[src/rtl/mac_kbd_pkg.sv]
`default_nettype none
// ============================================================================
//  Module      : mac_kbd_pkg
//  Description : Command/reply byte constants and FSM state type for the
//                Macintosh Plus keyboard link engine.
//  Revision    : 1.0 - initial release
// ============================================================================
package mac_kbd_pkg;

    localparam logic [7:0] CMD_INQUIRY = 8'h10;
    localparam logic [7:0] CMD_INSTANT = 8'h14;
    localparam logic [7:0] CMD_MODEL   = 8'h16;
    localparam logic [7:0] CMD_TEST    = 8'h36;

    localparam logic [7:0] RSP_NULL    = 8'h7B;
    localparam logic [7:0] RSP_MODEL   = 8'h0B;
    localparam logic [7:0] RSP_ACK     = 8'h7D;

    typedef enum logic [1:0] {
        ST_IDLE     = 2'd0,
        ST_DELAY    = 2'd1,
        ST_WAIT_KEY = 2'd2,
        ST_REPLY    = 2'd3
    } kbd_state_t;

endpackage
`default_nettype wire

[src/rtl/mac_kbd_fifo.sv]
`default_nettype none
// ============================================================================
//  Module      : mac_kbd_fifo
//  Description : Small synchronous first-word-fall-through key-code FIFO.
//  Revision    : 1.0 - initial release
// ============================================================================
module mac_kbd_fifo #(
    parameter int DEPTH = 8
) (
    input  logic       clk,
    input  logic       reset,
    input  logic       push,
    input  logic       pop,
    input  logic       flush,
    input  logic [7:0] din,
    output logic [7:0] dout,
    output logic       empty,
    output logic       full
);
    localparam int c_AW = $clog2(DEPTH);

    logic [7:0]      r_mem [DEPTH];
    logic [c_AW-1:0] r_wrPtr;
    logic [c_AW-1:0] r_rdPtr;
    logic [c_AW:0]   r_count;
    logic            w_doPush;
    logic            w_doPop;

    assign empty    = (r_count == '0);
    assign full     = (r_count == (c_AW+1)'(DEPTH));
    assign dout     = r_mem[r_rdPtr];
    assign w_doPop  = pop & ~empty;
    // A pop frees the slot before the push lands, so full+pop+push is accepted
    assign w_doPush = push & (~full | w_doPop);

    always_ff @(posedge clk) begin
        if (w_doPush && !flush && !reset) begin
            r_mem[r_wrPtr] <= din;
        end
    end

    always_ff @(posedge clk) begin
        if (reset || flush) begin
            r_wrPtr <= '0;
            r_rdPtr <= '0;
            r_count <= '0;
        end else begin
            if (w_doPush) begin
                r_wrPtr <= r_wrPtr + 1'b1;
            end
            if (w_doPop) begin
                r_rdPtr <= r_rdPtr + 1'b1;
            end
            r_count <= r_count + {{c_AW{1'b0}}, w_doPush} - {{c_AW{1'b0}}, w_doPop};
        end
    end

endmodule
`default_nettype wire

[src/rtl/mac_kbd_link.sv]
`default_nettype none
// ============================================================================
//  Module      : mac_kbd_link
//  Description : Keyboard-side protocol engine: command decode, reply timing,
//                inquiry deadline and key FIFO with sticky overflow.
//  Revision    : 1.0 - initial release
// ============================================================================
module mac_kbd_link #(
    parameter int FIFO_DEPTH    = 8,
    parameter int REPLY_DELAY   = 2048,
    parameter int INQUIRY_TICKS = 1958400
) (
    input  logic       clk,
    input  logic       reset,
    input  logic       cen,
    input  logic [7:0] cmd_data,
    input  logic       cmd_strobe,
    input  logic [7:0] key_data,
    input  logic       key_strobe,
    output logic [7:0] reply_data,
    output logic       reply_strobe,
    output logic       overflow
);
    import mac_kbd_pkg::*;

    localparam int c_DLY_W = ($clog2(REPLY_DELAY + 1) > 12) ? $clog2(REPLY_DELAY + 1) : 12;
    localparam int c_INQ_W = 21;
    localparam logic [c_DLY_W-1:0] c_DLY_LOAD = c_DLY_W'(REPLY_DELAY - 1);
    localparam logic [c_INQ_W-1:0] c_INQ_LOAD = c_INQ_W'(INQUIRY_TICKS - 1);

    kbd_state_t         r_state;
    kbd_state_t         w_stateNext;
    logic [c_DLY_W-1:0] r_delayCnt;
    logic [c_DLY_W-1:0] w_delayNext;
    logic [c_INQ_W-1:0] r_inqCnt;
    logic [c_INQ_W-1:0] w_inqNext;
    logic [7:0]         r_cmd;
    logic [7:0]         w_cmdNext;
    logic               r_nullReply;
    logic               w_nullNext;
    logic [7:0]         r_replyHold;
    logic [7:0]         w_replyByte;
    logic               r_overflow;
    logic               w_pop;
    logic               w_flush;
    logic               w_cmdValid;
    logic [7:0]         w_fifoDout;
    logic               w_empty;
    logic               w_full;

    assign w_cmdValid = (cmd_data == CMD_INQUIRY) || (cmd_data == CMD_INSTANT) ||
                        (cmd_data == CMD_MODEL)   || (cmd_data == CMD_TEST);

    always_comb begin
        w_stateNext = r_state;
        w_delayNext = (r_delayCnt != '0) ? r_delayCnt - 1'b1 : r_delayCnt;
        w_inqNext   = (r_inqCnt != '0) ? r_inqCnt - 1'b1 : r_inqCnt;
        w_cmdNext   = r_cmd;
        w_nullNext  = r_nullReply;
        w_replyByte = r_replyHold;
        w_pop       = 1'b0;
        w_flush     = 1'b0;

        // The reply byte is resolved in the strobe cycle itself, from the FIFO head
        if (r_state == ST_REPLY) begin
            case (r_cmd)
                CMD_TEST:  w_replyByte = RSP_ACK;
                CMD_MODEL: w_replyByte = RSP_MODEL;
                default: begin
                    if (r_nullReply || w_empty) begin
                        w_replyByte = RSP_NULL;
                    end else begin
                        w_replyByte = w_fifoDout;
                        w_pop       = 1'b1;
                    end
                end
            endcase
        end

        case (r_state)
            ST_IDLE: begin
                w_stateNext = ST_IDLE;
            end
            ST_DELAY: begin
                if (r_delayCnt <= c_DLY_W'(1)) begin
                    // A key landing on the expiry edge is already in the FIFO at the reply
                    if (r_cmd == CMD_INQUIRY && w_empty && !key_strobe) begin
                        w_stateNext = ST_WAIT_KEY;
                    end else begin
                        w_stateNext = ST_REPLY;
                    end
                end
            end
            ST_WAIT_KEY: begin
                if (r_inqCnt <= c_INQ_W'(1)) begin
                    w_stateNext = ST_REPLY;
                    w_nullNext  = 1'b1;
                end else if (key_strobe) begin
                    w_stateNext = ST_REPLY;
                end
            end
            ST_REPLY: begin
                w_stateNext = ST_IDLE;
            end
            default: begin
                w_stateNext = ST_IDLE;
            end
        endcase

        if (cmd_strobe) begin
            if (w_cmdValid) begin
                w_stateNext = ST_DELAY;
                w_delayNext = c_DLY_LOAD;
                w_inqNext   = c_INQ_LOAD;
                w_cmdNext   = cmd_data;
                w_nullNext  = 1'b0;
                w_flush     = (cmd_data == CMD_MODEL);
            end else begin
                w_stateNext = ST_IDLE;
            end
        end
    end

    always_ff @(posedge clk) begin
        if (reset) begin
            r_state     <= ST_IDLE;
            r_delayCnt  <= '0;
            r_inqCnt    <= '0;
            r_cmd       <= '0;
            r_nullReply <= 1'b0;
            r_replyHold <= '0;
            r_overflow  <= 1'b0;
        end else if (cen) begin
            r_state     <= w_stateNext;
            r_delayCnt  <= w_delayNext;
            r_inqCnt    <= w_inqNext;
            r_cmd       <= w_cmdNext;
            r_nullReply <= w_nullNext;
            r_replyHold <= w_replyByte;
            if (w_flush) begin
                r_overflow <= 1'b0;
            end else if (key_strobe && w_full && !w_pop) begin
                r_overflow <= 1'b1;
            end
        end
    end

    mac_kbd_fifo #(
        .DEPTH (FIFO_DEPTH)
    ) u_fifo (
        .clk   (clk),
        .reset (reset),
        .push  (cen & key_strobe),
        .pop   (cen & w_pop),
        .flush (cen & w_flush),
        .din   (key_data),
        .dout  (w_fifoDout),
        .empty (w_empty),
        .full  (w_full)
    );

    assign reply_data   = w_replyByte;
    assign reply_strobe = (r_state == ST_REPLY);
    assign overflow     = r_overflow;

endmodule
`default_nettype wire

[config.mk]
export PLATFORM = sky130hd
export DESIGN_NAME = mac_kbd_link
export DESIGN_NICKNAME = d
export VERILOG_FILES = /design/src/rtl/mac_kbd_pkg.sv /design/src/rtl/mac_kbd_fifo.sv /design/src/rtl/mac_kbd_link.sv
export SDC_FILE = /design/constraint.sdc
export NUM_CORES = 1
export LEC_CHECK = 0
export CELL_PAD_IN_SITES_DETAIL_PLACEMENT = 1
export CELL_PAD_IN_SITES_GLOBAL_PLACEMENT = 1
export CORE_MARGIN = 3
export CORE_UTILIZATION = 50
export CTS_BUF_LIST = sky130_fd_sc_hd__clkbuf_16
export CTS_CLUSTER_SIZE = 25
export DETAILED_ROUTE_END_ITERATION = 8
export PLACE_DENSITY = 0.81
export SLEW_MARGIN = 25
export SYNTH_ARGS = -nofsm -noshare
export SYNTH_HDL_FRONTEND = slang
export SYNTH_SLANG_ARGS = --single-unit
[constraint.sdc]
create_clock -name clk -period 5.6 [get_ports clk]
set_clock_uncertainty 0.2 [all_clocks]
set_input_delay 1.4 -clock clk [delete_from_list [all_inputs] [get_ports clk]]
set_output_delay 1.4 -clock clk [all_outputs]
set_load 0.02 [all_outputs]
Word level (Yosys, flattened, before mapping). Memories as Yosys holds them, arrays and structs flattened. A register that Yosys moved wholly into a read port is not among the register bits. Index checks and enable logic that the tools add are counted.

Bits in registers: 63. RAM bits: 64. Input bits: 21. Output and inout bits: 10. Logic and storage cells: 96. Memories: 1.

Memory list: u_fifo.r_mem (words 8, bits a word 8, rd ports 1, clocked after memory_dff 1, write ports 1, RTL line mac_kbd_fifo.sv:22) `logic [7:0] r_mem [DEPTH];`.

Add/sub/neg operators: 6. $lt $le $gt $ge: 2. Eq/ne operators: 13. Multiplexer cells: 31. Bitwise gates (word level): 8. Reductions and logical operators: 25.

Operator list (number): 21-bit 2-to-1 mux (3); 8-bit by 5-bit equality test with 1-bit output, second input constant (5); 12-bit 2-to-1 mux (3); 21-bit by 1-bit <= comparator with 1-bit output, second input constant (1); 21-bit nonzero test (1); 21-bit by 1-bit subtractor with 21-bit output, second input constant (1); 8-bit by 6-bit equality test with 1-bit output, second input constant (2); 8-bit 2-to-1 mux (2); 8-bit case mux with 2 select lines (1); 1-bit 2-to-1 mux (15); 12-bit by 1-bit <= comparator with 1-bit output, second input constant (1); 12-bit nonzero test (1); 12-bit by 1-bit subtractor with 12-bit output, second input constant (1); 2-bit 2-to-1 mux (4); 3-bit by 1-bit adder with 3-bit output, second input constant (2); 1-bit logical AND (6); 3-bit 2-to-1 mux (2); 2-bit case mux with 3 select lines (1); 3-bit AND reduction (2); 1-bit bitwise AND (5); 1-bit logical OR (5); 4-bit by 1-bit adder with 4-bit output (1); 2-bit equality test, second input constant (2); 4-bit equality test, second input constant (1); other kinds (12) (17).

Logic depth before layout (Yosys ltp).
Word-level depth: 13. Depth in mapped cells: 12. Depth with buffers taken out: 12.

By module. Synthesis repeated with hierarchy kept, for this count alone.

Cells, all modules: 511. Area total of the unflattened synthesis: 5984.5 µm².

By module, submodules not included: mac_kbd_fifo (instances 1, cells an instance 178, area each 3196.8 µm², sequential area each 2182.1 µm²); mac_kbd_link (instances 1, cells an instance 333, area each 2787.7 µm², sequential area each 1061.0 µm²).

Least setup slack after synthesis. OpenSTA, ideal clock, no wires.

Path type: input-to-reg. Start: input port cmd_strobe. End: memory u_fifo.r_mem[0][0] (enable). Library setup time: 0.383 ns. Arrival time: 3.083 ns. Required time: 5.017 ns. Slack: 1.934 ns. Stages on the path: 6. Path buffers: 1. Path through: clkbuf_1 -> nand4_1 -> nor4_1 -> or2_2 -> or4_1 -> nor3_1.

Word-level cells in the longest chain between the ends: 7.

Ends and longest elaborated chain: start, declared (RTL line mac_kbd_link.sv:17) `input logic cmd_strobe,`; 1-bit 2-to-1 mux (RTL line mac_kbd_link.sv:110) `if (cmd_strobe) begin`; 1-bit bitwise AND (RTL line mac_kbd_link.sv:155) `.flush (cen & w_flush),`; 1-bit logical NOT (RTL line mac_kbd_fifo.sv:37) `if (w_doPush && !flush && !reset) begin`; 1-bit logical AND (2 in series) (RTL line mac_kbd_fifo.sv:37); 1-bit 2-to-1 mux (RTL line mac_kbd_fifo.sv:37); 1-bit 2-to-1 mux (implied by the code) (RTL line mac_kbd_fifo.sv:38) `r_mem[r_wrPtr] <= din;`; end, declared (RTL line mac_kbd_fifo.sv:22).

Every way passes these cells.

==> results_dict.tcl <==
set metrics [dict create \
    status "complete, no violations" \
    rows 38 \
    synth_nets 548 \
    crit_type "flop to primary output" \
    min_period_ns 4.82 \
    antenna_found_initial 0 \
    worst_pin_slew_ns 0.958 \
    cts-root-buf "clkbuf_16" \
    grt_max_degree 45 \
    drive_above_1_share_pct 12.7 \
    dpl.hpwl_mm 9.62 \
    syn-instance-count 508 \
    grt_pass1_vias 4438 \
    final_common_cell "dfxtp_1" \
    peakVddDrop_v 0.000406 \
    timing.rr.start "r_cmd[0]" \
    grt-busiest-layer "met2" \
    cts_setup_buffers 0 \
    p_leak_nw 2.34 \
    crit_required_ns 4.00 \
    yosysTopAreaCell "edfxtp_1" \
    coreArea_um2 11100 \
    track_usage_pct 23.9 \
    die_h_um 114 \
    grt_pass1_wl_mm 23.6 \
    fmax_mhz 207 \
    finalCritPeriodShare_pct 86.1 \
    start_util_pct 52.5 \
    hold_slack_ns 0.257 \
    crit_end "reply_data[5]" \
    drt_wl_total_mm 14.2 \
    tns_ns 0 \
    synth_edf_count 64 \
    grt.met2_usage_pct 41.5 \
    worstSkewPairLatency_ns 0.42 \
    pin_count 31 \
    post_cts_resized 0 \
    slew_violations 0 \
    powerDensity_nw_per_um2 479 \
    setup_viol 0 \
    cts_tree "done" \
    antennaDiodeCount 0 \
    min_path_type "flop to flop" \
    vias 4121 \
    dieWidth_um 114 \
    overflow 0 \
    detail_route.iter0.violations 181 \
    r2r_slack_ns 2.04 \
    synth_area_leaders "edfxtp_1, dfxtp_1, mux4_2" \
    path_clk_slew_ns 0.06 \
    crit_chain "buf_4 -> mux4_2 -> nor2b_1 -> a211oi_1 -> o22ai_1 -> clkdlybuf4s50_1" \
    power_mw 3.27 \
    rsz0062_at_grt "false" \
    seq_area_frac_synth_pct 55.5 \
    avgSynthCellArea_um2 11.5 \
    cts_hold_buf 0 \
    cap_violations 0 \
    met3_usage_pct 7.08 \
    start_kind "flop" \
    cts_sinks 130 \
    syn_area_um2 5840 \
    layout_common_cells "dfxtp_1, edfxtp_1, a21oi_1" \
    wl_per_cell_um 20.5 \
    synth_top_flop_cell "dfxtp_1" \
    crit_path_max_fanout 10 \
    r2r_end "u_fifo.r_count[2]" \
    port_buffers 30 \
    slowest_stage "dfxtp_1" \
    via_per_inst 5.95 \
    ant_nets 0 \
    ys_async_sr_fraction_pct 0 \
    ys_ff_latch 130 \
    hold_viol_final 0 \
    grtUsageMet1_pct 28.3 \
    num-nets-final 580 \
    firstDrtPassIters 5 \
    cp-end-kind "primary output" \
    r2r_cells 10 \
    yosysWarnings 0 \
    cts_buffer_depth 2 \
    final.fill_count 1124 \
    drc 0 \
    gp_congestion 0.795 \
    cpPeakStageDelay_ns 0.74 \
    synth_top_cell_area_share_pct 32.9 \
    numCtsBuffers 17 \
    areaGrowthSynthToFinish_pct 17.0 \
    design.die.area_um2 13000 \
    synth_cell_types 56 \
    relSlewSlack_pct 35.9 \
    crit_arrival_ns 3.22 \
    cts.htree.levels 4 \
]
==> area by class of cell <==
cell class	instances	area [µm²]	share of cell area, %
timing repair buffer	37	353	5.16
inverter	20	75.1	1.10
clock inverter	15	149	2.18
sequential	130	3240	47.4
clock buffer	17	425	6.22
multi-input combinational	334	2410	35.3
tap	140	175	2.56
==> report_power, final <==
group | internal (mW) | switching (mW) | total, mW
Clock | 0.623 | 0.450 | 1.07
Sequential | 1.11 | 0.112 | 1.22
Combinational | 0.378 | 0.598 | 0.976
==> how the worst min path moves through the flow <==
stage / startpoint / end / slack [ns] / depth (start not counted)
detailed placement: r_cmd[3] / r_cmd[3] / 0.24 / 1
floorplan: r_cmd[0] / r_cmd[0] / 0.22 / 1
CTS: r_cmd[0] / r_cmd[0] / 0.26 / 1
global placement: r_cmd[0] / r_cmd[0] / 0.23 / 1
finish: r_cmd[3] / r_cmd[3] / 0.26 / 1
global route: r_cmd[0] / r_cmd[0] / 0.28 / 1
==> cell usage after synthesis, drive strengths merged, types with 9 or more instances <==
| library cell | number |
|---|---|
| a21oi | 46 |
| and2 | 10 |
| clkbuf | 19 |
| dfxtp | 66 |
| edfxtp | 64 |
| ha | 18 |
| inv | 20 |
| mux4 | 16 |
| nand2 | 27 |
| nand3 | 10 |
| nor2 | 43 |
| nor3 | 14 |
| o211ai | 9 |
| o21ai | 15 |
| xnor2 | 10 |
| xor2 | 18 |
==> critical path, delay by kind of cell, from the launching register on <==
kind	cells	cell delay, ns
compound gates	2	0.51
buf+inv	2	0.88
flops	1	0.74
mux	1	0.51
simple gates	1	0.15
==> through the flow <==
| stage | std cells | util, % | setup slack [ns] | cell area, µm² |
|---|---|---|---|---|
| final | 693 | 61.4 | 0.777 | 6840 |
| after global placement | 661 | 56.3 | 1.25 | 6260 |
| after detailed placement | 661 | 56.3 | 1.14 | 6260 |
| after floorplan | 508 | - | 1.93 | 5840 |
| after CTS | 693 | 61.4 | 0.675 | 6840 |
| after global routing | 693 | 61.4 | 0.546 | 6840 |
==> state kept, by name (all words and copies together), names as in the netlist, named ones only <==
register	count
overflow	1
r_cmd	8
r_delayCnt	12
r_inqCnt	21
r_nullReply	1
r_replyHold	8
r_state	2
u_fifo.r_count	4
u_fifo.r_mem	64
u_fifo.r_rdPtr	3
u_fifo.r_wrPtr	3
==> per-layer routing <==
metal | routed length, µm | vias up
met5 | 0 | -
met4 | 284 | 0
met3 | 500 | 24
met2 | 7500 | 99
met1 | 5950 | 2042
li1 | - | 1956
==> logic make-up (layout without fill, tap and decap cells) <==
family | count (synthesis) | in the layout | synth area share (%)
AOI/OAI and AO/OA | 105 | 105 | 11.3
muxes | 23 | 23 | 7.45
DFF | 130 | 130 | 55.5
buffers and inverters | 44 | 89 | 3.15
and+or+nand+nor | 159 | 159 | 14.2
xor gates and xnor gates | 28 | 28 | 4.20
adders and majority gates | 19 | 19 | 4.20
No activity file was read; power rests on OpenSTA's default activity.
